[src/rtl/disp_pkg.sv]
// -----------------------------------------------------------------------------
// disp_pkg
// Shared definitions for the two-digit BCD display scanner:
//   - scan_state_t : which digit slot (if any) the scanner is driving
//   - SEG_*        : active-high seven-segment codes, bit 0 = a ... bit 6 = g
//   - has_bad_nibble() : true when either BCD nibble of a word exceeds 9
// -----------------------------------------------------------------------------
package disp_pkg;

    typedef enum logic [1:0] {
        S_OFF  = 2'd0,
        S_DIG0 = 2'd1,
        S_DIG1 = 2'd2
    } scan_state_t;

    localparam logic [6:0] SEG_0     = 7'h3F;
    localparam logic [6:0] SEG_1     = 7'h06;
    localparam logic [6:0] SEG_2     = 7'h5B;
    localparam logic [6:0] SEG_3     = 7'h4F;
    localparam logic [6:0] SEG_4     = 7'h66;
    localparam logic [6:0] SEG_5     = 7'h6D;
    localparam logic [6:0] SEG_6     = 7'h7D;
    localparam logic [6:0] SEG_7     = 7'h07;
    localparam logic [6:0] SEG_8     = 7'h7F;
    localparam logic [6:0] SEG_9     = 7'h6F;
    localparam logic [6:0] SEG_E     = 7'h79;
    localparam logic [6:0] SEG_BLANK = 7'h00;

    function automatic logic has_bad_nibble(input logic [7:0] word);
        return (word[7:4] > 4'd9) || (word[3:0] > 4'd9);
    endfunction

endpackage

[src/rtl/bcd_display_scanner_if.sv]
// -----------------------------------------------------------------------------
// bcd_display_scanner_if
// Groups the data/strobe inputs and display outputs of the scanner.
//   bcd_in [7:0] : [7:4] tens, [3:0] ones
//   load         : one-cycle capture strobe
//   enable       : 0 turns the display off
//   seg    [6:0] : segment bus, seg[0]=a ... seg[6]=g
//   an     [1:0] : active-low digit selects, an[0]=ones, an[1]=tens
//   err          : sticky invalid-BCD flag of the committed word
// master : the upstream source / board side; slave : the scanner.
// -----------------------------------------------------------------------------
interface bcd_display_scanner_if;

    logic [7:0] bcd_in;
    logic       load;
    logic       enable;
    logic [6:0] seg;
    logic [1:0] an;
    logic       err;

    modport master (
        output bcd_in,
        output load,
        output enable,
        input  seg,
        input  an,
        input  err
    );

    modport slave (
        input  bcd_in,
        input  load,
        input  enable,
        output seg,
        output an,
        output err
    );

endinterface

[src/rtl/bcd_to_7seg.sv]
// -----------------------------------------------------------------------------
// bcd_to_7seg
// Combinational nibble to seven-segment decoder, active-high output.
//   digit [3:0] : BCD nibble; 10..15 render as "E"
//   code  [6:0] : segment pattern, bit 0 = a ... bit 6 = g
// -----------------------------------------------------------------------------
module bcd_to_7seg
    import disp_pkg::*;
(
    input  logic [3:0] digit,
    output logic [6:0] code
);

    always_comb begin
        code = SEG_E;
        case (digit)
            4'd0:    code = SEG_0;
            4'd1:    code = SEG_1;
            4'd2:    code = SEG_2;
            4'd3:    code = SEG_3;
            4'd4:    code = SEG_4;
            4'd5:    code = SEG_5;
            4'd6:    code = SEG_6;
            4'd7:    code = SEG_7;
            4'd8:    code = SEG_8;
            4'd9:    code = SEG_9;
            default: code = SEG_E;
        endcase
    end

endmodule

[src/rtl/bcd_display_scanner.sv]
// -----------------------------------------------------------------------------
// bcd_display_scanner
// Time-multiplexes a two-digit BCD word onto a pair of 7-segment displays that
// share one segment bus. New values are captured on load into a pending
// register and committed only when a scan frame restarts (S_DIG1->S_DIG0 or
// S_OFF->S_DIG0), so a frame never shows digits from two different words.
//
// Parameters:
//   REFRESH_DIV        : clk cycles per digit slot (>= 2)
//   BLANK_LEADING_ZERO : 1 blanks a zero tens digit (slot length unchanged)
//   SEG_ACTIVE_LOW     : 1 inverts the segment bus
// Ports:
//   clk   : rising-edge clock
//   rst_n : asynchronous active-low reset
//   bus   : bcd_display_scanner_if.slave (bcd_in, load, enable, seg, an, err)
// -----------------------------------------------------------------------------
module bcd_display_scanner
    import disp_pkg::*;
#(
    parameter int unsigned REFRESH_DIV        = 50000,
    parameter bit          BLANK_LEADING_ZERO = 1'b1,
    parameter bit          SEG_ACTIVE_LOW     = 1'b1
)
(
    input  logic                   clk,
    input  logic                   rst_n,
    bcd_display_scanner_if.slave   bus
);

    localparam int unsigned      CNT_W   = $clog2(REFRESH_DIV);
    localparam logic [CNT_W-1:0] CNT_MAX = CNT_W'(REFRESH_DIV - 1);
    localparam logic [6:0]       SEG_OFF = SEG_ACTIVE_LOW ? ~SEG_BLANK : SEG_BLANK;

    scan_state_t      state_q, state_d;
    logic [CNT_W-1:0] cnt_q, cnt_d;
    logic [7:0]       pend_q, pend_d;
    logic             pend_valid_q, pend_valid_d;
    logic [7:0]       comm_q, comm_d;
    logic             err_q, err_d;
    logic [6:0]       seg_q, seg_d;
    logic [1:0]       an_q, an_d;

    logic             tick;
    logic             commit;
    logic             tens_blank;
    logic [3:0]       digit_sel;
    logic [6:0]       digit_code;
    logic [6:0]       seg_raw;

    // ------------------------------------------------------------------
    // Scan FSM and refresh counter
    // ------------------------------------------------------------------
    always_comb begin
        state_d = state_q;
        cnt_d   = cnt_q;
        commit  = 1'b0;
        tick    = (cnt_q == CNT_MAX);

        if (!bus.enable) begin
            // Disable wins over tick in every state.
            state_d = S_OFF;
            cnt_d   = '0;
        end else begin
            case (state_q)
                S_OFF: begin
                    state_d = S_DIG0;
                    cnt_d   = '0;
                    commit  = 1'b1;
                end
                S_DIG0: begin
                    if (tick) begin
                        state_d = S_DIG1;
                        cnt_d   = '0;
                    end else begin
                        cnt_d = cnt_q + CNT_W'(1);
                    end
                end
                S_DIG1: begin
                    if (tick) begin
                        state_d = S_DIG0;
                        cnt_d   = '0;
                        commit  = 1'b1;
                    end else begin
                        cnt_d = cnt_q + CNT_W'(1);
                    end
                end
                default: begin
                    state_d = S_OFF;
                    cnt_d   = '0;
                end
            endcase
        end
    end

    // ------------------------------------------------------------------
    // Pending / committed word and sticky error
    // ------------------------------------------------------------------
    always_comb begin
        pend_d       = bus.load ? bus.bcd_in : pend_q;
        pend_valid_d = pend_valid_q;
        comm_d       = comm_q;
        err_d        = err_q;

        // pend_d already folds in a same-cycle load, so a load on the commit
        // edge commits bcd_in directly and leaves pend_valid clear.
        if (commit && (pend_valid_q || bus.load)) begin
            comm_d       = pend_d;
            pend_valid_d = 1'b0;
            err_d        = has_bad_nibble(pend_d);
        end else if (bus.load) begin
            pend_valid_d = 1'b1;
        end
    end

    // ------------------------------------------------------------------
    // Display mux, decode and polarity
    // ------------------------------------------------------------------
    // Outputs are derived from next-state values so that an, seg and the
    // scan state all update on the same edge.
    always_comb begin
        tens_blank = BLANK_LEADING_ZERO && (comm_d[7:4] == 4'd0);
        digit_sel  = (state_d == S_DIG1) ? comm_d[7:4] : comm_d[3:0];
    end

    bcd_to_7seg u_dec (
        .digit (digit_sel),
        .code  (digit_code)
    );

    always_comb begin
        an_d    = 2'b11;
        seg_raw = SEG_BLANK;
        case (state_d)
            S_DIG0: begin
                an_d    = 2'b10;
                seg_raw = digit_code;
            end
            S_DIG1: begin
                if (tens_blank) begin
                    an_d    = 2'b11;
                    seg_raw = SEG_BLANK;
                end else begin
                    an_d    = 2'b01;
                    seg_raw = digit_code;
                end
            end
            default: begin
                an_d    = 2'b11;
                seg_raw = SEG_BLANK;
            end
        endcase
        seg_d = SEG_ACTIVE_LOW ? ~seg_raw : seg_raw;
    end

    // ------------------------------------------------------------------
    // Registers
    // ------------------------------------------------------------------
    always_ff @(posedge clk or negedge rst_n) begin
        if (!rst_n) begin
            state_q      <= S_OFF;
            cnt_q        <= '0;
            pend_q       <= '0;
            pend_valid_q <= 1'b0;
            comm_q       <= '0;
            err_q        <= 1'b0;
            seg_q        <= SEG_OFF;
            an_q         <= 2'b11;
        end else begin
            state_q      <= state_d;
            cnt_q        <= cnt_d;
            pend_q       <= pend_d;
            pend_valid_q <= pend_valid_d;
            comm_q       <= comm_d;
            err_q        <= err_d;
            seg_q        <= seg_d;
            an_q         <= an_d;
        end
    end

    assign bus.seg = seg_q;
    assign bus.an  = an_q;
    assign bus.err = err_q;

endmodule

[src/flat_wrapper.sv]
// flat-port wrapper written by rule: the top's interface ports become plain ports
module bcd_display_scanner_flat import disp_pkg::*;
#(
    parameter int unsigned REFRESH_DIV        = 50000,
    parameter bit          BLANK_LEADING_ZERO = 1'b1,
    parameter bit          SEG_ACTIVE_LOW     = 1'b1
)
  (clk, rst_n, bus_bcd_in, bus_load, bus_enable, bus_seg, bus_an, bus_err);
  bcd_display_scanner_if bus_i ();
  input  logic clk;
  input  logic rst_n;
  input wire logic [$bits(bus_i.bcd_in)-1:0] bus_bcd_in;
  input wire logic [$bits(bus_i.load)-1:0] bus_load;
  input wire logic [$bits(bus_i.enable)-1:0] bus_enable;
  output wire logic [$bits(bus_i.seg)-1:0] bus_seg;
  output wire logic [$bits(bus_i.an)-1:0] bus_an;
  output wire logic [$bits(bus_i.err)-1:0] bus_err;
  assign bus_i.bcd_in = bus_bcd_in;
  assign bus_i.load = bus_load;
  assign bus_i.enable = bus_enable;
  assign bus_seg = bus_i.seg;
  assign bus_an = bus_i.an;
  assign bus_err = bus_i.err;
  bcd_display_scanner #(.REFRESH_DIV(REFRESH_DIV), .BLANK_LEADING_ZERO(BLANK_LEADING_ZERO), .SEG_ACTIVE_LOW(SEG_ACTIVE_LOW)) u_core (.clk(clk), .rst_n(rst_n), .bus(bus_i));
endmodule
[config.mk]
export PLATFORM = sky130hd
export DESIGN_NAME = bcd_display_scanner_flat
export DESIGN_NICKNAME = d
export VERILOG_FILES = /design/src/rtl/disp_pkg.sv /design/src/rtl/bcd_display_scanner_if.sv /design/src/rtl/bcd_to_7seg.sv /design/src/rtl/bcd_display_scanner.sv /design/src/flat_wrapper.sv
export SDC_FILE = /design/constraint.sdc
export NUM_CORES = 1
export LEC_CHECK = 0
export CAP_MARGIN = 30
export CORE_UTILIZATION = 45
export CTS_CLUSTER_SIZE = 40
export DETAILED_ROUTE_END_ITERATION = 10
export PLACE_DENSITY = 0.74
export RECOVER_POWER = 100
export SLEW_MARGIN = 20
export SYNTH_ARGS = -nofsm -noshare
export SYNTH_HDL_FRONTEND = slang
export SYNTH_SLANG_ARGS = --single-unit
[constraint.sdc]
create_clock -name clk -period 9.45 [get_ports clk]
set_input_delay 0.945 -clock clk [delete_from_list [all_inputs] [get_ports clk]]
set_output_delay 0.945 -clock clk [all_outputs]
set_load 0.05 [all_outputs]
=== Word level (Yosys, flattened, before mapping) ===
Memory sizes are Yosys's and may differ from the RTL's.
Cells that the tools add are included.
Widths: inputs -> output; s select.

* Register bits: 45
* ROM bits: 112
* Input port bits: 12
* Output and inout port bits: 10
* Logic and storage cells: 44
* Memories: 1

{| class="wikitable"
|+ Memories
! memory !! depth !! width !! read ports !! clocked after Yosys merged registers in !! wr ports !! line !! RTL
|-
| (no name shown) || 16 || 7 || 1 || 0 || 0 || bcd_to_7seg.sv:16 || <nowiki>case (digit)</nowiki>
|}

* $add $sub $neg: 1
* Magnitude comparators: 2
* Equal/unequal tests: 5
* Mux-type cells: 19
* Bitwise logic cells: 1
* Reduce and logical (&&, ||, !) cells: 7

{| class="wikitable"
|+ Operator list
! cell !! count
|-
| $mux 16 || 3
|-
| $add 16x1->16 const B || 1
|-
| $eq 16x16->1 const B || 1
|-
| $mux 8 || 2
|-
| $pmux 7 s2 || 1
|-
| $gt 4x4->1 const B || 2
|-
| $mux 2 || 4
|-
| $mux 7 || 1
|-
| $not 7->7 || 1
|-
| $pmux 2 s3 || 1
|-
| $eq 2x1->1 const B || 2
|-
| $eq 2x2->1 const B || 2
|-
| $logic_not 4->1 || 1
|-
| $mux 1 || 4
|-
| $mux 4 || 1
|-
| $pmux 2 s2 || 1
|-
| $logic_not 2->1 || 1
|-
| $logic_or 1x1->1 || 2
|-
| $pmux 1 s2 || 1
|-
| $reduce_bool 2->1 || 1
|-
| $reduce_or 2->1 || 1
|-
| $logic_and 1x1->1 || 1
|}

=== Logic depth before layout (Yosys ltp) ===
Gate-level depths: netlist (run 1).
An unclocked memory read counts as a cell.

* Depth in word-level cells: 11
* Depth in mapped cells: 17
* Depth with buffers taken out: 16

=== Hierarchy ===
A second synthesis (run 1) with hierarchy kept.

* Cells, all modules: 265
* Area, all modules: 2602.5 µm²

{| class="wikitable"
|+ By module, submodules not included
! module !! instances !! cells each !! area each (µm²) !! seq. area each (µm²)
|-
| bcd_display_scanner || 1 || 240 || 2403.6 || 1137.3
|-
| bcd_to_7seg || 1 || 25 || 198.9 || 0.0
|}

=== Worst setup path after synthesis (run 1) ===
Ideal clock, no wire load.

* Path type: flip-flop to flip-flop
* From: register u_core.cnt_q[7]
* To: register u_core.seg_q[3], in the netlist u_core.bus.seg[3]
* Library setup time: 74 ps
* Arrival time: 3834 ps
* Required time: 9376 ps
* Setup slack: 5542 ps
* Cell stages (with the launch flop): 15
* Buffers on the path: 1
* Clock period less this slack: 3908 ps
* Cells stage by stage: dfrtp_1 > or4_1 > nor4_1 > nor2b_1 > o221ai_1 > inv_1 > ha_1 > clkbuf_1 > o211ai_1 > nor2_1 > a311o_1 > a221oi_2 > ha_1 > mux2_2 > o21ai_1

* Elaborated cells between the ends (all ways): 18
* Classes of those cells: eq/ne: 3; mux: 11; bitwise: 1; reduce/logical: 2; memory: 1

{| class="wikitable"
|+ RTL lines
! what !! line !! RTL
|-
| from (decl) || bcd_display_scanner.sv:35 || <nowiki>logic [CNT_W-1:0] cnt_q, cnt_d;</nowiki>
|-
| from (signal assigned) || bcd_display_scanner.sv:170 || <nowiki>cnt_q <= cnt_d;</nowiki>
|-
| $eq 16x16->1 * || bcd_display_scanner.sv:57 || <nowiki>tick = (cnt_q == CNT_MAX);</nowiki>
|-
| $mux 2, on equally long branches || bcd_display_scanner.sv:79, bcd_display_scanner.sv:71 ||
|-
| $pmux 2 s3 * || bcd_display_scanner.sv:64 || <nowiki>case (state_q)</nowiki>
|-
| $mux 2 * || bcd_display_scanner.sv:59 || <nowiki>if (!bus.enable) begin</nowiki>
|-
| via u_core.state_d[1] || bcd_display_scanner.sv:34 || <nowiki>scan_state_t state_q, state_d;</nowiki>
|-
| $eq 2x2->1 || bcd_display_scanner.sv:122, bcd_display_scanner.sv:133 ||
|-
| $mux 4 || bcd_display_scanner.sv:122 || <nowiki>digit_sel = (state_d == S_DIG1) ? comm_d[7:4] : comm_d[3:0];</nowiki>
|-
| $mem_v2 16x7 || n/a ||
|-
| $mux 7 || bcd_display_scanner.sv:139 || <nowiki>if (tens_blank) begin</nowiki>
|-
| $pmux 7 s2 * || bcd_display_scanner.sv:133 || <nowiki>case (state_d)</nowiki>
|-
| $not 7->7 * || bcd_display_scanner.sv:152 || <nowiki>seg_d = SEG_ACTIVE_LOW ? ~seg_raw : seg_raw;</nowiki>
|-
| via u_core.seg_d[3] || bcd_display_scanner.sv:40 || <nowiki>logic [6:0] seg_q, seg_d;</nowiki>
|-
| to (signal assigned) || bcd_display_scanner.sv:175 || <nowiki>seg_q <= seg_d;</nowiki>
|-
| to (decl) || bcd_display_scanner.sv:40 ||
|}

Mark *: on every way through the listed nets, which the timed path passes. The rest lies on a longest branch.
A chain may end at the register's enable or synchronous reset.

=== Worst setup path in the final report (run 1) ===
Ends and elaborated chain as after synthesis.

==> run metrics, run 1 <==
Seq pwr share=47.7%; synth-to-layout area growth=13.5%; power density over cell area=160 mW/mm^2; total wire length=4690 um; fin util=54.7%; initial antenna violation count=0; CTS buffer count=5; top achievable clock speed=0.207 GHz; compound-cell area share of the yosys netlist=a little under an eighth; DRT Pass-1 Iters=4; status=finished clean; # hold bufs at CTS=0; commonest non-fill, non-tap cell in the layout=dfrtp_1; Tmin final=approximately 4.8 ns; clk_skew=0.00878 ns; WL/cell=13.5 um; largest family of logic cells by synthesized area=simple AND/OR/NAND/NOR gates; vias=1,850; Starting Density=48.2%; mux share of post-synthesis cell area=9.12%; Clock Path Buffers=2; Detail Route Antenna Nets=0; yosys warns=0; 1st-iter DRT viols=slightly below 90; post-CTS setup buffer count=0; cell internal pwr=325 uW; final setup vio count=0; residual DRC count=0; # rows=26; CTS H-tree lvls=2; CTS resizes=0; WP data required=9.65 ns; post-synthesis xor/xnor area fraction=4.86%; Mapped Cells=257; WHS=0.479 ns; Boundary Pins=22; top cells by area, synth=dfrtp_1 (36%), dfstp_2 (9.4%), mux2i_1 (6.7%); Hold WC Path Type=flop to flop; number of global-route vias before repair=1,770; Simple-Gate Fraction of Synth Area=17.5%; syn_nets=282; ys async rst share=100%; Post-synth EDFFs=0; leakage power=0.00125 uW; Die ar.=0.00591 sq mm; clock share of power=about 30%; global-route wire length before repair=around 8300 um; CP arrival=5.03 ns; ANT cells=0; Clk Latency, worst-skew pair=0.29 ns; largest net degree at the start of global routing=25; endpoint class of the critical path=flop; routability cong.=~0.83; max_cap viols=0; unrepaired setup endpoints after global routing=no; GRT Residual Overflow=0; Post-Layout Cell Count=347; Post-Synth Adder-Cell Area=6.45%; Root Driver=clkbuf_8; placed insts=339; Crit Path Max Fanout=17; CTS tree=done; top cell type's share of synthesized area=35.7%; Max rail drop VDD=between 0.00009 and 0.0001 V; Yosys top cell by area=dfrtp_1; Slew Limit Headroom=roughly 15%; Comb power frac=~22%; max-slew violations=0; CTS Sinks=45; final period utilization=between 50% and 60%; syn avg cell area=around 9.8 sq um; Syn Std Cell Area=0.00252 sq mm; flip-flop and latch count after synthesis=45; post-detail-place hpwl=about 3400 um; crit-path max cell delay=0.65 ns; Net Sw Frac=29.1%; post-synthesis sequential area ratio=45.1%; GRT Util Overall=17.6%; crit path cell chain=or4_1 -> nor4_1 -> mux2i_1 -> and2_0 -> inv_1 -> ha_1 -> inv_1 -> a311o_1 -> a221oi_1 -> ha_1 -> mux2_2 -> o21ai_0; IO Port Bufs=21; Post-synth top flop=dfrtp_1; Setup TNS Final=0 ns; die width=76.9 um; routed vias/inst=5.33; clock slew at reported path FFs=0.08 ns; core box area=0.00524 sq mm; Crit-path slowest cell=a221oi_1; layout cell share with drive strength beyond 1=9.03%; Hold Violations, Final=0; Die H=approximately 77 um; Net Sw Power=133 uW; final-stage net count=around 300; most frequent cells in the layout=dfrtp_1 (36), nor2_1 (31), inv_1 (22); Netlist cell types=45; actual slew at the worst max-slew pin=1.28 ns; Startpoint Class=flop; WS Path Type=flop to flop
-- metal layers --
metal	GRT usage, %	vias up	wire length [um]
met5	0	-	0
met4	6.15	0	57
met3	3.69	6	257
met2	26.4	60	2060
met1	24.9	866	2310
li1	-	918	-
-- path summary, 6_finish.rpt --
check | from | endpoint | slack [ns] | cells after the start
worst min-delay path | u_core.cnt_q[0] | u_core.cnt_q[0] | 0.48 | 1
worst min register to register | u_core.cnt_q[0] | u_core.cnt_q[0] | 0.48 | 1
min in group asynchronous | rst_n | u_core.cnt_q[15] | 0.85 | 1
worst max register to register | u_core.cnt_q[7] | u_core.bus.seg[3] | 4.62 | 12
max in group asynchronous | rst_n | u_core.pend_q[1] | 6.88 | 2
worst max-delay path | u_core.cnt_q[7] | u_core.bus.seg[3] | 4.62 | 12
-- registers in the layout, summed over array words and instances, names as in the netlist --
name	cells
u_core.bus.an	2
u_core.bus.err	1
u_core.bus.seg	7
u_core.cnt_q	16
u_core.comm_q	8
u_core.pend_q	8
u_core.pend_valid_q	1
u_core.state_q	2
-- Yosys cell counts (6+ instances only) --
cell type  instances
inv_1             22
o21ai_0           11
nand2_1           16
nor3_1             6
xnor2_1            6
dfstp_2            9
ha_1              13
nand3_1            8
dfrtp_1           36
o21ai_1            7
and3_1             7
xor2_1             8
nor2_1            31
clkbuf_1           8
mux2i_1           17
-- cells by family after synthesis --
| family | Yosys count |
|---|---|
| simple gates | 90 |
| compound gates | 40 |
| flops | 45 |
| buf+inv | 33 |
| mux | 22 |
| xor+xnor | 14 |
| fa+ha+maj | 13 |
-- cell type report --
| cell class | count | area [sq um] |
|---|---|---|
| Clock buffer | 6 | 72.6 |
| Clock inverter | 2 | 35.0 |
| Fill cell | 451 | 2370 |
| Inverter | 23 | 86.3 |
| Multi-Input combinational cell | 179 | 1240 |
| Sequential cell | 45 | 1140 |
| Tap cell | 70 | 87.6 |
| Timing Repair Buffer | 22 | 208 |
-- worst max-delay path: cells and delay by family (launching register included) --
| family | cells | cell delay (ns) |
|---|---|---|
| buf+inv | 2 | 0.40 |
| fa+ha+maj | 2 | 0.90 |
| flops | 1 | 0.43 |
| mux | 2 | 0.43 |
| simple gates | 3 | 1.42 |
| compound gates | 3 | 1.16 |
-- power by group through the flow --
stage	clock (uW)	combinational, uW	sequential (uW)
floorplan	0	56.9	239
global placement	0	102	222
detailed placement	0	105	223
CTS	144	105	219
global route	152	110	221
finish	140	99.3	219
-- metrics by stage --
stage          cell area, sq um  setup WS (ns)  total power [uW]
3_5_place_dp               2790           4.98               327
4_1_cts                    2900           4.93               468
5_1_grt                    2860           4.32               482
3_3_place_gp               2760           5.11               324
6_report                   2860           4.62               458
2_1_floorplan              2520           5.54               296
No activity file was read; power rests on OpenSTA's default activity.
==> inputs of run 2 (changes only) <==
==> constraint.sdc (replaced) <==
create_clock -name clk -period 4.9 [get_ports clk]
set_input_delay 0.49 -clock clk [delete_from_list [all_inputs] [get_ports clk]]
set_output_delay 0.49 -clock clk [all_outputs]
set_load 0.05 [all_outputs]
==> run 2 against run 1 <==
Net effect: cell count unchanged; die area unchanged; first-iteration DRC count up 44%; via count unchanged; maximum frequency grew 8.2%; cell area is 0.70% lower; sequential power increased by 92%; total power is 82% higher; largest cell class unchanged; worst hold slack got worse by 0.13 ns; core utilization is 0.38 points lower; register-to-register slack worse by 4.2 ns.
==> run metrics, run 2 (synthesis results as in run 1) <==
status=finished clean; Die H=76.9 um (unchanged); Clk Latency, worst-skew pair=0.30 ns (about the same); Setup TNS Final=0 ns (unchanged); Net Sw Frac=30.9% (+1.8 points); GRT Util Overall=17.5% (-0.041 points); Largest Register=u_core.cnt_q; cell internal pwr=576 uW (+77%); placed insts=339 (unchanged); Tmin final=4.46 ns (-0.366 ns); most frequent cells in the layout=dfrtp_1 (36), nor2_1 (31), inv_1 (22); clock share of power=26.5% (-4.1 points); ANT cells=0 (unchanged); DP Area=0.00278 sq mm (-0.27%); Post-Layout Cell Count=347 (unchanged); power density over cell area=293 mW/mm^2 (+83%); reg2reg end=u_core.bus.seg[3]; die width=76.9 um (unchanged); vias=1,850 (unchanged); leakage power=0.00124 uW (-0.60%); residual DRC count=0 (unchanged); Net Sw Power=257 uW (+93%); Slew Limit Headroom=7.80% (-7.1 points); Comb power frac=22.9% (+1.2 points); Crit-path slowest cell=nor4_1; Boundary Pins=22 (unchanged); Root Driver=clkbuf_8; clk_skew=0.00514 ns (-0.00364 ns); fin util=54.3% (-0.38 points); unrepaired setup endpoints after global routing=no; crit-path max cell delay=0.63 ns (-0.02 ns); endpoint class of the critical path=flop; Clock Path Buffers=2 (unchanged); commonest non-fill, non-tap cell in the layout=dfrtp_1; IO Port Bufs=21 (unchanged); max_cap viols=0 (unchanged); crit path cell chain=or4_1 -> nor4_1 -> mux2i_1 -> and2_0 -> inv_1 -> ha_1 -> inv_1 -> a311o_1 -> a221oi_2 -> ha_1 -> mux2_2 -> o21ai_1; Crit Path Max Fanout=17 (unchanged); clock slew at reported path FFs=0.08 ns (about the same); final setup vio count=0 (unchanged); Largest register FFs=16 (unchanged); largest net degree at the start of global routing=27 (+8.0%); worst reg2reg startpoint=u_core.cnt_q[7]; WS Path Type=flop to flop; layout cell share with drive strength beyond 1=9.75% (+0.72 points); final-stage net count=301 (unchanged); global-route wire length before repair=8200 um (-0.75%); Startpoint Class=flop; synth-to-layout area growth=12.7%; Starting Density=48.2% (unchanged); r2r setup slk=0.44 ns (-4.18 ns); WL/cell=13.3 um (-1.4%); actual slew at the worst max-slew pin=1.38 ns (+0.107 ns); # hold bufs at CTS=0 (unchanged); # rows=26 (unchanged); Max rail drop VDD=0.000164 V (+81%); CP top delay family=simple AND/OR/NAND/NOR gates; core box area=0.00524 sq mm (unchanged); Hold WC Path Type=input port to async pin; Die ar.=0.00591 sq mm (unchanged); max-slew violations=0 (unchanged); crit path buf inv count=2 (unchanged); Seq pwr share=50.5% (+2.8 points); CTS buffer count=5 (unchanged); number of global-route vias before repair=1,764 (-0.34%); routability cong.=0.874 (+4.9%); Finished Cell Area=0.00284 sq mm (-0.70%); initial antenna violation count=0 (unchanged); WP data required=5.13 ns (-4.52 ns); DRT Pass-1 Iters=4 (unchanged); Hold Violations, Final=0 (unchanged); CTS Sinks=45 (unchanged); total wire length=4620 um (-1.4%); post-CTS setup buffer count=0 (unchanged); 1st-iter DRT viols=125 (+44%); post-detail-place hpwl=3350 um (-1.4%); CP arrival=4.69 ns (-0.34 ns); top achievable clock speed=0.224 GHz (+8.2%); GRT Residual Overflow=0 (unchanged); CTS tree=done; Regs by FF count=u_core.cnt_q (16), u_core.comm_q (8), u_core.pend_q (8); Detail Route Antenna Nets=0 (unchanged); CTS H-tree lvls=2 (unchanged); CTS resizes=0 (unchanged); final period utilization=91.0% (+40 points); worst r2r path cells=12 (unchanged); routed vias/inst=5.33 (unchanged)
[run 2: final cells by class]
cell class / instances / area (sq um)
flip-flops and latches: 45 / 1140
fillers: 467 / 2390
clock inverters: 2 / 10.0
multi-input cells: 179 / 1240
well taps: 70 / 87.6
clock buffers: 6 / 72.6
inverters: 23 / 86.3
repair buffers: 22 / 208
[run 2: worst max path at each step]
stage	slack (ns)	end	cells past startpoint	start
after floorplan	0.99	u_core.bus.seg[3]	14	u_core.cnt_q[7]
after global placement	0.66	u_core.bus.seg[3]	12	u_core.cnt_q[7]
after detailed placement	0.49	u_core.bus.seg[3]	13	u_core.cnt_q[7]
after CTS	0.46	u_core.bus.seg[3]	13	u_core.cnt_q[7]
after global routing	0.04	u_core.bus.seg[4]	15	u_core.cnt_q[7]
final	0.44	u_core.bus.seg[3]	12	u_core.cnt_q[7]
[run 2: worst reg2reg max path, stage by stage, from the launching register on]
cell      delay, ns
dfrtp_1        0.43
or4_1          0.55
nor4_1         0.63
mux2i_1        0.15
and2_0         0.23
inv_1          0.08
ha_1           0.53
inv_1          0.31
a311o_1        0.35
a221oi_2       0.45
ha_1           0.32
mux2_2         0.26
o21ai_1        0.11
[run 2: metal layers]
metal	vias to the layer above	track usage, %	share of wire, %	wire (um)
met4	0	6.35	1.6	76
met3	7	3.57	5.6	257
met5	-	0	0	0
met1	870	25.1	49	2280
li1	917	-	-	-
met2	56	26.2	43	2000
[run 2: power groups by stage]
stage	Clock [uW]	Sequential (uW)	Combinational, uW
final	221	421	191
after global routing	241	425	213
after CTS	229	422	201
after detailed placement	0	429	201
after global placement	0	428	196
after floorplan	0	460	110
[run 2: stage by stage]
stage	hold WS (ns)	power [uW]	worst slack [ns]
floorplan	0.194	570	0.992
global placement	0.464	624	0.655
detailed placement	0.472	630	0.486
CTS	0.145	852	0.457
global route	0.433	880	0.0442
finish	0.353	834	0.439
